**config.mk**
```make
export PLATFORM = sky130hd
export DESIGN_NAME = mac_tx_bit_serializer
export DESIGN_NICKNAME = d
export VERILOG_FILES = /design/src/rtl/mac_tx_bit_serializer.sv
export SDC_FILE = /design/constraint.sdc
export NUM_CORES = 1
export LEC_CHECK = 0
export ABC_AREA = 1
export CAP_MARGIN = 10
export CORE_ASPECT_RATIO = 0.75
export CORE_MARGIN = 2
export CORE_UTILIZATION = 53
export CTS_BUF_LIST = sky130_fd_sc_hd__clkbuf_8
export DETAILED_ROUTE_END_ITERATION = 10
export PLACE_DENSITY = 0.8
export SLEW_MARGIN = 20
export SYNTH_ARGS = -nofsm -noshare
export SYNTH_HDL_FRONTEND = slang
export SYNTH_SLANG_ARGS = --single-unit
```
**constraint.sdc**
```tcl
create_clock -name clk -period 1.48 [get_ports clk]
set_input_delay 0.296 -clock clk [delete_from_list [all_inputs] [get_ports clk]]
set_output_delay 0.296 -clock clk [all_outputs]
set_load 0.02 [all_outputs]
```
**src/rtl/mac_tx_bit_serializer.sv**
```systemverilog
// MAC transmit bit serializer: byte handshake in, one-hot PLS_DATA.request primitives out.
// Optional carrier extension to slot time is built when MAC_CARRIER_EXT_EN is defined.
module mac_tx_bit_serializer #(
  parameter int PREAMBLE_BYTES = 7,
  parameter int MIN_BITS       = 512,
  parameter int CNT_W          = 16
) (
  input  logic       clk,
  input  logic       reset,
  input  logic [7:0] tx_data,
  input  logic       tx_valid,
  input  logic       tx_last,
  output logic       tx_ready,
  output logic [4:0] pls_data_request,
  output logic       tx_busy,
  output logic       underrun
);

  localparam int PRE_BITS = 8 * PREAMBLE_BYTES;
  localparam int IDX_W    = $clog2(PRE_BITS);

  localparam logic [IDX_W-1:0] IDX_ONE   = IDX_W'(1);
  localparam logic [IDX_W-1:0] IDX_ZERO  = IDX_W'(0);
  localparam logic [IDX_W-1:0] PRE_LAST  = IDX_W'(PRE_BITS - 1);
  localparam logic [IDX_W-1:0] BYTE_LAST = IDX_W'(7);
  localparam logic [7:0]       SFD_PATTERN = 8'hD5;

  localparam logic [6:0] ST_IDLE     = 7'b0000001;
  localparam logic [6:0] ST_PREAMBLE = 7'b0000010;
  localparam logic [6:0] ST_SFD      = 7'b0000100;
  localparam logic [6:0] ST_DATA     = 7'b0001000;
  localparam logic [6:0] ST_ABORT    = 7'b0010000;
  localparam logic [6:0] ST_COMPLETE = 7'b0100000;
`ifdef MAC_CARRIER_EXT_EN
  localparam logic [6:0] ST_EXT      = 7'b1000000;
  localparam logic [CNT_W-1:0] SLOT_BITS = CNT_W'(MIN_BITS);
`endif

  localparam logic [4:0] REQ_NONE     = 5'b00000;
  localparam logic [4:0] REQ_ZERO     = 5'b00001;
  localparam logic [4:0] REQ_ONE      = 5'b00010;
  localparam logic [4:0] REQ_EXT_ERR  = 5'b00100;
  localparam logic [4:0] REQ_EXTEND   = 5'b01000;
  localparam logic [4:0] REQ_COMPLETE = 5'b10000;

  function automatic logic [4:0] bit_req(input logic b);
    return b ? REQ_ONE : REQ_ZERO;
  endfunction

  function automatic logic [CNT_W-1:0] sat_inc(input logic [CNT_W-1:0] v);
    return (v == {CNT_W{1'b1}}) ? v : v + {{(CNT_W-1){1'b0}}, 1'b1};
  endfunction

  logic [6:0]       state_r, state_s;
  logic [IDX_W-1:0] idx_r, idx_s;
  logic [6:0]       shift_r, shift_s;
  logic             last_r, last_s;
  logic [CNT_W-1:0] cnt_r, cnt_s;
  logic [4:0]       req_r, req_s;
  logic             busy_r;
  logic             underrun_r, underrun_s;
  logic             hold_valid_r, hold_valid_s;
  logic [7:0]       hold_data_r;
  logic             hold_last_r;
  logic             ready_r;
  logic             drain_r, drain_s;
  logic             fill_s, keep_s, load_s, abort_clr_s, next_byte_s;

  assign tx_ready         = ready_r;
  assign pls_data_request = req_r;
  assign tx_busy          = busy_r;
  assign underrun         = underrun_r;

  // After an abort, bytes are swallowed up to and including the one flagged last.
  assign fill_s = tx_valid && ready_r;
  assign keep_s = fill_s && !drain_r && (state_r != ST_ABORT);

  // Next-state logic; the request computed here is what the register shows next cycle.
  always_comb begin
    state_s     = state_r;
    idx_s       = idx_r;
    shift_s     = shift_r;
    last_s      = last_r;
    cnt_s       = cnt_r;
    req_s       = REQ_NONE;
    underrun_s  = 1'b0;
    load_s      = 1'b0;
    abort_clr_s = 1'b0;
    next_byte_s = 1'b0;
    case (state_r)
      ST_IDLE: begin
        if (hold_valid_r) begin
          state_s = ST_PREAMBLE;
          idx_s   = IDX_ZERO;
          cnt_s   = {CNT_W{1'b0}};
          req_s   = REQ_ONE;
        end else begin
          req_s = REQ_NONE;
        end
      end
      ST_PREAMBLE: begin
        if (idx_r == PRE_LAST) begin
          state_s = ST_SFD;
          idx_s   = IDX_ZERO;
          req_s   = bit_req(SFD_PATTERN[0]);
        end else begin
          idx_s = idx_r + IDX_ONE;
          req_s = bit_req(~idx_s[0]);
        end
      end
      ST_SFD: begin
        if (idx_r == BYTE_LAST) begin
          next_byte_s = 1'b1;
        end else begin
          idx_s = idx_r + IDX_ONE;
          req_s = bit_req(SFD_PATTERN[idx_s[2:0]]);
        end
      end
      ST_DATA: begin
        if (idx_r != BYTE_LAST) begin
          idx_s   = idx_r + IDX_ONE;
          req_s   = bit_req(shift_r[0]);
          shift_s = {1'b0, shift_r[6:1]};
          cnt_s   = sat_inc(cnt_r);
        end else if (!last_r) begin
          next_byte_s = 1'b1;
`ifdef MAC_CARRIER_EXT_EN
        end else if (cnt_r < SLOT_BITS) begin
          state_s = ST_EXT;
          req_s   = REQ_EXTEND;
          cnt_s   = sat_inc(cnt_r);
`endif
        end else begin
          state_s = ST_COMPLETE;
          req_s   = REQ_COMPLETE;
        end
      end
`ifdef MAC_CARRIER_EXT_EN
      ST_EXT: begin
        if (cnt_r >= SLOT_BITS) begin
          state_s = ST_COMPLETE;
          req_s   = REQ_COMPLETE;
        end else begin
          req_s = REQ_EXTEND;
          cnt_s = sat_inc(cnt_r);
        end
      end
`endif
      ST_ABORT: begin
        abort_clr_s = 1'b1;
        state_s     = ST_COMPLETE;
        req_s       = REQ_COMPLETE;
      end
      ST_COMPLETE: begin
        state_s = ST_IDLE;
        req_s   = REQ_NONE;
      end
      default: begin
        state_s = ST_IDLE;
        req_s   = REQ_NONE;
      end
    endcase

    // Shared byte-boundary step: continue seamlessly from hold, or abort on underrun.
    if (next_byte_s && hold_valid_r) begin
      load_s  = 1'b1;
      state_s = ST_DATA;
      idx_s   = IDX_ZERO;
      shift_s = hold_data_r[7:1];
      last_s  = hold_last_r;
      req_s   = bit_req(hold_data_r[0]);
      cnt_s   = sat_inc(cnt_r);
    end else if (next_byte_s) begin
      state_s    = ST_ABORT;
      req_s      = REQ_EXT_ERR;
      underrun_s = 1'b1;
    end else begin
      load_s = 1'b0;
    end
  end

  // Holding register occupancy and post-abort drain tracking.
  always_comb begin
    if (load_s || abort_clr_s) begin
      hold_valid_s = 1'b0;
    end else if (keep_s) begin
      hold_valid_s = 1'b1;
    end else begin
      hold_valid_s = hold_valid_r;
    end
    if (state_r == ST_ABORT) begin
      drain_s = !((hold_valid_r && hold_last_r) || (fill_s && tx_last));
    end else if (drain_r && fill_s && tx_last) begin
      drain_s = 1'b0;
    end else begin
      drain_s = drain_r;
    end
  end

  // Holding register and handshake state.
  always_ff @(posedge clk or negedge reset) begin
    if (!reset) begin
      hold_valid_r <= 1'b0;
      hold_data_r  <= 8'h00;
      hold_last_r  <= 1'b0;
      ready_r      <= 1'b1;
      drain_r      <= 1'b0;
    end else begin
      hold_valid_r <= hold_valid_s;
      ready_r      <= ~hold_valid_s;
      drain_r      <= drain_s;
      if (keep_s) begin
        hold_data_r <= tx_data;
        hold_last_r <= tx_last;
      end
    end
  end

  // FSM, shifter, frame counter and registered outputs.
  always_ff @(posedge clk or negedge reset) begin
    if (!reset) begin
      state_r    <= ST_IDLE;
      idx_r      <= IDX_ZERO;
      shift_r    <= 7'h00;
      last_r     <= 1'b0;
      cnt_r      <= {CNT_W{1'b0}};
      req_r      <= REQ_NONE;
      busy_r     <= 1'b0;
      underrun_r <= 1'b0;
    end else begin
      state_r    <= state_s;
      idx_r      <= idx_s;
      shift_r    <= shift_s;
      last_r     <= last_s;
      cnt_r      <= cnt_s;
      req_r      <= req_s;
      busy_r     <= (state_s != ST_IDLE);
      underrun_r <= underrun_s;
    end
  end

endmodule

```
==> results of run 1 <==
## cell usage in the layout, fill, tap and decap left out, drive strengths merged, types with 2 or more instances in the layout
cell | Yosys | final
o21ai | 9 | 9
a21oi | 9 | 9
o31ai | 2 | 2
inv | 43 | 44
clkbuf | 0 | 5
nor3 | 3 | 3
nand3 | 20 | 20
dfstp | 2 | 2
nand4 | 5 | 5
nand2 | 81 | 81
dlygate4sd2 | 0 | 6
ha | 2 | 2
buf | 5 | 20
clkdlybuf4s50 | 0 | 10
conb | 1 | 2
nor2 | 35 | 35
clkinv | 0 | 2
dfrtp | 36 | 36
## registers in the layout, indices dropped and copies added, names as in the netlist
register          flops
drain_r               1
hold_data_r           8
hold_last_r           1
hold_valid_r          1
idx_r                 6
last_r                1
pls_data_request      4
shift_r               7
state_r               7
tx_busy               1
tx_ready              1
## area by class of cell
cell class,instances,share of cell area (%)
well taps,52,2.54
multi-input cells,174,37.9
repair buffers,37,12.4
flip-flops and latches,38,37.2
clock buffers,5,2.69
inverters,43,6.70
clock inverters,3,0.538
## layer usage
layer	routed length, um	part of all wire, %
met2	1990	47
met5	0	0
met4	84	2.0
met1	1960	47
met3	163	3.9
## through the flow
stage                     hold WS [ns]  setup slack [ns]
after floorplan               0.000409            0.0387
after global placement           0.367          -0.00178
after detailed placement         0.373           0.00322
after CTS                       0.0562          -0.00877
after global routing            0.0899            -0.152
final                           0.0337           -0.0247
## path summary, 6_finish.rpt
path | from | end | slack, ns | depth (start not counted)
max | idx_r[0] | shift_r[0] | -0.02 | 10
min | reset | state_r[1] | 0.03 | 2
max reg2reg | idx_r[0] | shift_r[0] | -0.02 | 10
min reg2reg | hold_data_r[1] | hold_data_r[1] | 0.48 | 2
max in group asynchronous | reset | tx_ready | 1.09 | 2
min in group clk | hold_data_r[1] | hold_data_r[1] | 0.48 | 2
## where the power goes
group	internal [W]	switching [W]	leakage [nW]	total (W)
sequential	0.00117	0.0000683	0.490	0.00123
combinational	0.000173	0.000271	0.822	0.000443
clock	0.000320	0.000379	0.0491	0.000699
## timing repair
action | 4_1_cts | 5_1_grt
pin swaps | 0 | 1
endpoints found under the setup margin | 20 | 27
buffers inserted | 2 | 2
resized for setup | 11 | 13
## kinds of logic (layout without fill, tap and decap cells)
family          Yosys count  count (layout)
compound gates           23              23
xor+xnor                  2               2
fa+ha+maj                 2               2
buf+inv                  48              88
flops                    38              38
other cells               1               2
simple gates            145             145
==> flow_summary.yaml, run 1 <==
critical_path:
  crit_slowest_cell: "dfrtp_1"
  arrival_ns: 1.69
  worst_path_most_repeated_cell: "nand2_2"
  slowest_delay_ns: 0.36
  cp_cell_sequence: "ha_2, nand2_2, nor2_4, nand2_4, nor2_1, nand2_1, nand2_2, nand2_2, nand3_1, nand3_1"
  crit_path_end_kind: "register"
  path_delay_family: "simple AND/OR/NAND/NOR gates"
  critPathRequiredTime_ns: 1.67
  path_max_fanout: 5
  cp-start-kind: "register"
  critPathBufInv: 0
  critPathKind: "register to register"
pwr:
  p_total_w: 0.00238
  power_density_nw_per_um2: 928
  peakVddDrop_uv: 777
  total_leakage_power_nw: 1.36
synth:
  syn_inst: 259
  synth-xor-area-share_pct: 0.841
  syn_area_um2: 2080
  avgSynthCellArea_um2: 8.04
  synth_flop_cell: "dfrtp_1"
  synth_top_family_by_area: "simple AND/OR/NAND/NOR gates"
  netlist_top_cells_area: "dfrtp_1 43%, nand2_1 13%, inv_1 6.9%"
  synthAdderAreaFrac_pct: 1.20
  synth.mux.area_fraction_pct: 0
  synth_top_area_share_pct: 43.3
  ys_types: 33
  synth_seq_cells: 38
  synth-async-reset-ratio_pct: 100
  yosysTopAreaCell: "dfrtp_1"
  synth_compound_area_share_pct: 6.25
  synth-edff-count: 0
  yosysSeqAreaShare_pct: 45.8
  synth_warnings: 0
  synth-simple-area-share_pct: 35.5
  yosysMostFrequentCell: "nand2_1"
  synth_commonest_cells: "70 x nand2_1, 38 x inv_1, 36 x dfrtp_1"
worst_hold_path:
  hold_class: "primary input to async pin"
floorplanning:
  start_util_pct: 56.1
  core-area_um2: 3710
  row_count: 19
  fp.dieH_um: 58.3
  top_level_ports: 20
  die_w_um: 76.4
  dieArea_um2: 4450
timing:
  max_freq_mhz: 665
  setup_violations: 11
  drv_slew: 0
  clock_skew_ns: 0.00481
  fin_tns_setup_ns: -0.115
  finalWorstSetupSlack_ns: -0.0247
  finalCritPeriodShare_pct: 102
  finalHoldViolations: 0
  fin_crit_ns: 1.50
  rsz0062_at_grt: "true"
route:
  num_vias: 1725
  drt_iter0_markers: 105
  post_drt_wl_per_cell_um: 11.9
  ant_nets: 0
  first_pass_iters: 4
  drc: 0
  finalWirelength_um: 4200
  via_per_inst: 4.90
placement:
  place.gp.congestion: 0.898
  dpl.cell_count: 340
  io_buffers: 18
  place_area_um2: 2390
  dp_hpwl_um: 3020
layout:
  ff_latch_area_um2: 953
  final_area_um2: 2560
  drive_gt1_share_pct: 23.0
  multiInputGateArea_um2: 970
  fin_cells: 352
  diodes: 0
  nets: 313
  fill_cells: 295
  fin_util_pct: 69.0
  syn_to_final_growth_pct: 23.0
outcome:
  outcome: "finished, violations left"
  violations: "negative setup slack"
clock_network:
  cts_buffers: 5
  hold_buffers: 0
  h-tree-depth: 2
  clk_latency_ns: 0.30
  cts_tree: "yes"
  cts_sinks: 38
  cts_root_buf: "clkbuf_8"
  path_clk_slew_ns: 0.07
  cts_buffer_depth: 2
global_route:
  grt_busiest_layer: "met2"
  grt_pass1_vias: 1728
  grt_start_max_net_pins: 39
  grtUsageMet3_pct: 3.89
  antenna_found_initial: 0
  use_met2_pct: 36.2
  grt_usage_pct: 21.6
  grt_use_met1_pct: 28.2
  grt_first_pass_wirelength_um: 7520
  grt_overflow: 0
run:
  drv_cap: 0
No activity file was read; power rests on OpenSTA's default activity.
==> inputs of run 2 (changes only) <==
--- a/config.mk
+++ b/config.mk
@@ -12,6 +12,7 @@
 export CORE_UTILIZATION = 53
 export CTS_BUF_LIST = sky130_fd_sc_hd__clkbuf_8
 export DETAILED_ROUTE_END_ITERATION = 10
+export GPL_TIMING_DRIVEN = 0
 export PLACE_DENSITY = 0.8
 export SLEW_MARGIN = 20
 export SYNTH_ARGS = -nofsm -noshare
==> flow_summary.yaml, run 2 (synthesis gave the netlist of run 1 again) <==
floorplanning:
  top_level_ports: 20
  start_util_pct: 56.1
  dieArea_um2: 4450
  core-area_um2: 3710
  row_count: 19
  fp.dieH_um: 58.3
  die_w_um: 76.4
clock_network:
  cts_root_buf: "clkbuf_8"
  cts_tree: "yes"
  h-tree-depth: 2
  cts_buffer_depth: 2
  path_clk_slew_ns: 0.08
  cts_buffers: 5
  cts_sinks: 38
  clk_latency_ns: 0.30
global_route:
  antenna_found_initial: 0
  grt_first_pass_wirelength_um: 7970
  grt_usage_pct: 23.3
  grt_overflow: 0
  grt_start_max_net_pins: 23
  grt_pass1_vias: 1757
pwr:
  peakVddDrop_uv: 935
  total_leakage_power_nw: 1.45
  power_density_nw_per_um2: 1020
route:
  drc: 0
  met2WireLength_um: 2360
  first_pass_iters: 4
  met1_length_um: 2100
  finalWirelength_um: 4870
  num_vias: 1797
  via_per_inst: 5.03
  post_drt_wl_per_cell_um: 13.6
  drt_iter0_markers: 145
  ant_nets: 0
  wl_met3_um: 283
  top_layer: "met4"
critical_path:
  critPathKind: "register to register"
  arrival_ns: 1.76
  critPathRequiredTime_ns: 1.67
  r2r-end: "idx_r[5]"
  cp-start-kind: "register"
  crit_path_end_kind: "register"
  reg2reg_slack_ns: -0.1
  ff2ff_path_depth: 9
  path_max_fanout: 6
  reg2reg_from: "state_r[4]"
layout:
  drive_gt1_share_pct: 29.8
  largest-register: "hold_data_r"
  diodes: 0
  ff_latch_area_um2: 955
  multiInputGateArea_um2: 1070
  nets: 318
  top_regs: "hold_data_r (8), shift_r (7), state_r (7)"
  fill_cells: 274
  largest_reg_flops: 8
  final_area_um2: 2790
  syn_to_final_growth_pct: 34.2
  final_common_cell: "nand2_1"
  most-common-layout-cells: "62 x nand2_1, 37 x inv_1, 35 x dfrtp_1"
timing:
  fin_crit_ns: 1.58
  finalWorstSetupSlack_ns: -0.0950
  clock_skew_ns: 0.00541
  rsz0062_at_grt: "true"
  max_freq_mhz: 635
  finalHoldViolations: 0
  setup_violations: 22
  drv_slew: 0
  finalCritPeriodShare_pct: 106
  fin_tns_setup_ns: -1.28
placement:
  io_buffers: 18
  place_area_um2: 2350
  dp_hpwl_um: 2950
  place.gp.congestion: 0.893
run:
  drv_cap: 0
outcome:
  outcome: "finished, violations left"
  violations: "negative setup slack"
worst_hold_path:
  hold_class: "primary input to async pin"
==> run 2: cell types whose count changed in the layout (fill, tap and decap cells not counted), moves of 2 or more <==
| cell | change |
|---|---|
| buf_6 | +2 |
| bufinv_16 | +2 |
| clkinv_2 | -2 |
| inv_1 | -2 |
| nand2_1 | -5 |
| nand2_4 | +4 |
| nand3_1 | -7 |
| nand3_2 | +7 |
| nor2_1 | -4 |
| nor2_2 | +3 |
| o21ai_1 | +2 |
==> run 2: worst max path at each step <==
stage	from	endpoint	slack, ns	cells past startpoint
2_1_floorplan	idx_r[0]	shift_r[6]	0.04	10
3_3_place_gp	reset	hold_data_r[3]	-0.75	1
3_5_place_dp	tx_valid	hold_last_r	-0.18	7
4_1_cts	idx_r[1]	shift_r[5]	-0.05	10
5_1_grt	state_r[4]	idx_r[4]	-0.18	9
6_report	state_r[4]	idx_r[5]	-0.1	9
==> run 2: area by class of cell <==
class	count	share of cell area, %
flip-flops and latches	38	34.2
clock inverters	2	2.15
inverters	43	6.14
clock buffers	6	2.96
multi-input cells	174	38.5
well taps	52	2.33
repair buffers	37	12.2
plain buffers	5	1.61
==> run 2: critical path: stages, from the launching register on <==
cell	delay (ns)
dfrtp_1	0.42
nor2_2	0.16
nand2_4	0.12
buf_6	0.14
nor2_4	0.18
nor2_4	0.07
nand2_4	0.10
nand3_4	0.12
nand3_2	0.09
nand2_1	0.06
==> run 2: per-stage QoR <==
stage                     total power, W  setup slack [ns]  util, %  hold WS (ns)  std cells
after floorplan                  0.00150            0.0387        -      0.000409        260
after global placement           0.00164            -0.752     62.9         0.468        330
after detailed placement         0.00166            -0.178     63.5         0.259        331
after CTS                        0.00283           -0.0529     72.7         0.468        355
after global routing             0.00299            -0.176     75.3         0.500        357
final                            0.00286           -0.0950     75.3         0.466        357
==> run 2: where the power goes <==
group / leakage [nW] / internal [W] / switching (W)
clock: 0.0714 / 0.000719 / 0.000391
combinational: 0.891 / 0.000201 / 0.000319
sequential: 0.489 / 0.00117 / 0.0000666
total: 1.45 / 0.00209 / 0.000776
==> run 2: layer usage <==
layer  global-route usage (%)  vias to the layer above
met1                     28.8                      828
met5                        0                        -
li1                         -                      888
met4                     9.61                        0
met2                     38.3                       63
met3                     7.79                       18
==> run 2: repair_timing <==
item / CTS / global route
gates resized for setup: 29 / 23
setup buffers: 14 / 2
pin swaps: 24 / 18
hold endpoints to repair: 16 / 0
cloned: 1 / 0
hold buffers: 1 / 0
endpoints found under the setup margin: 26 / 35
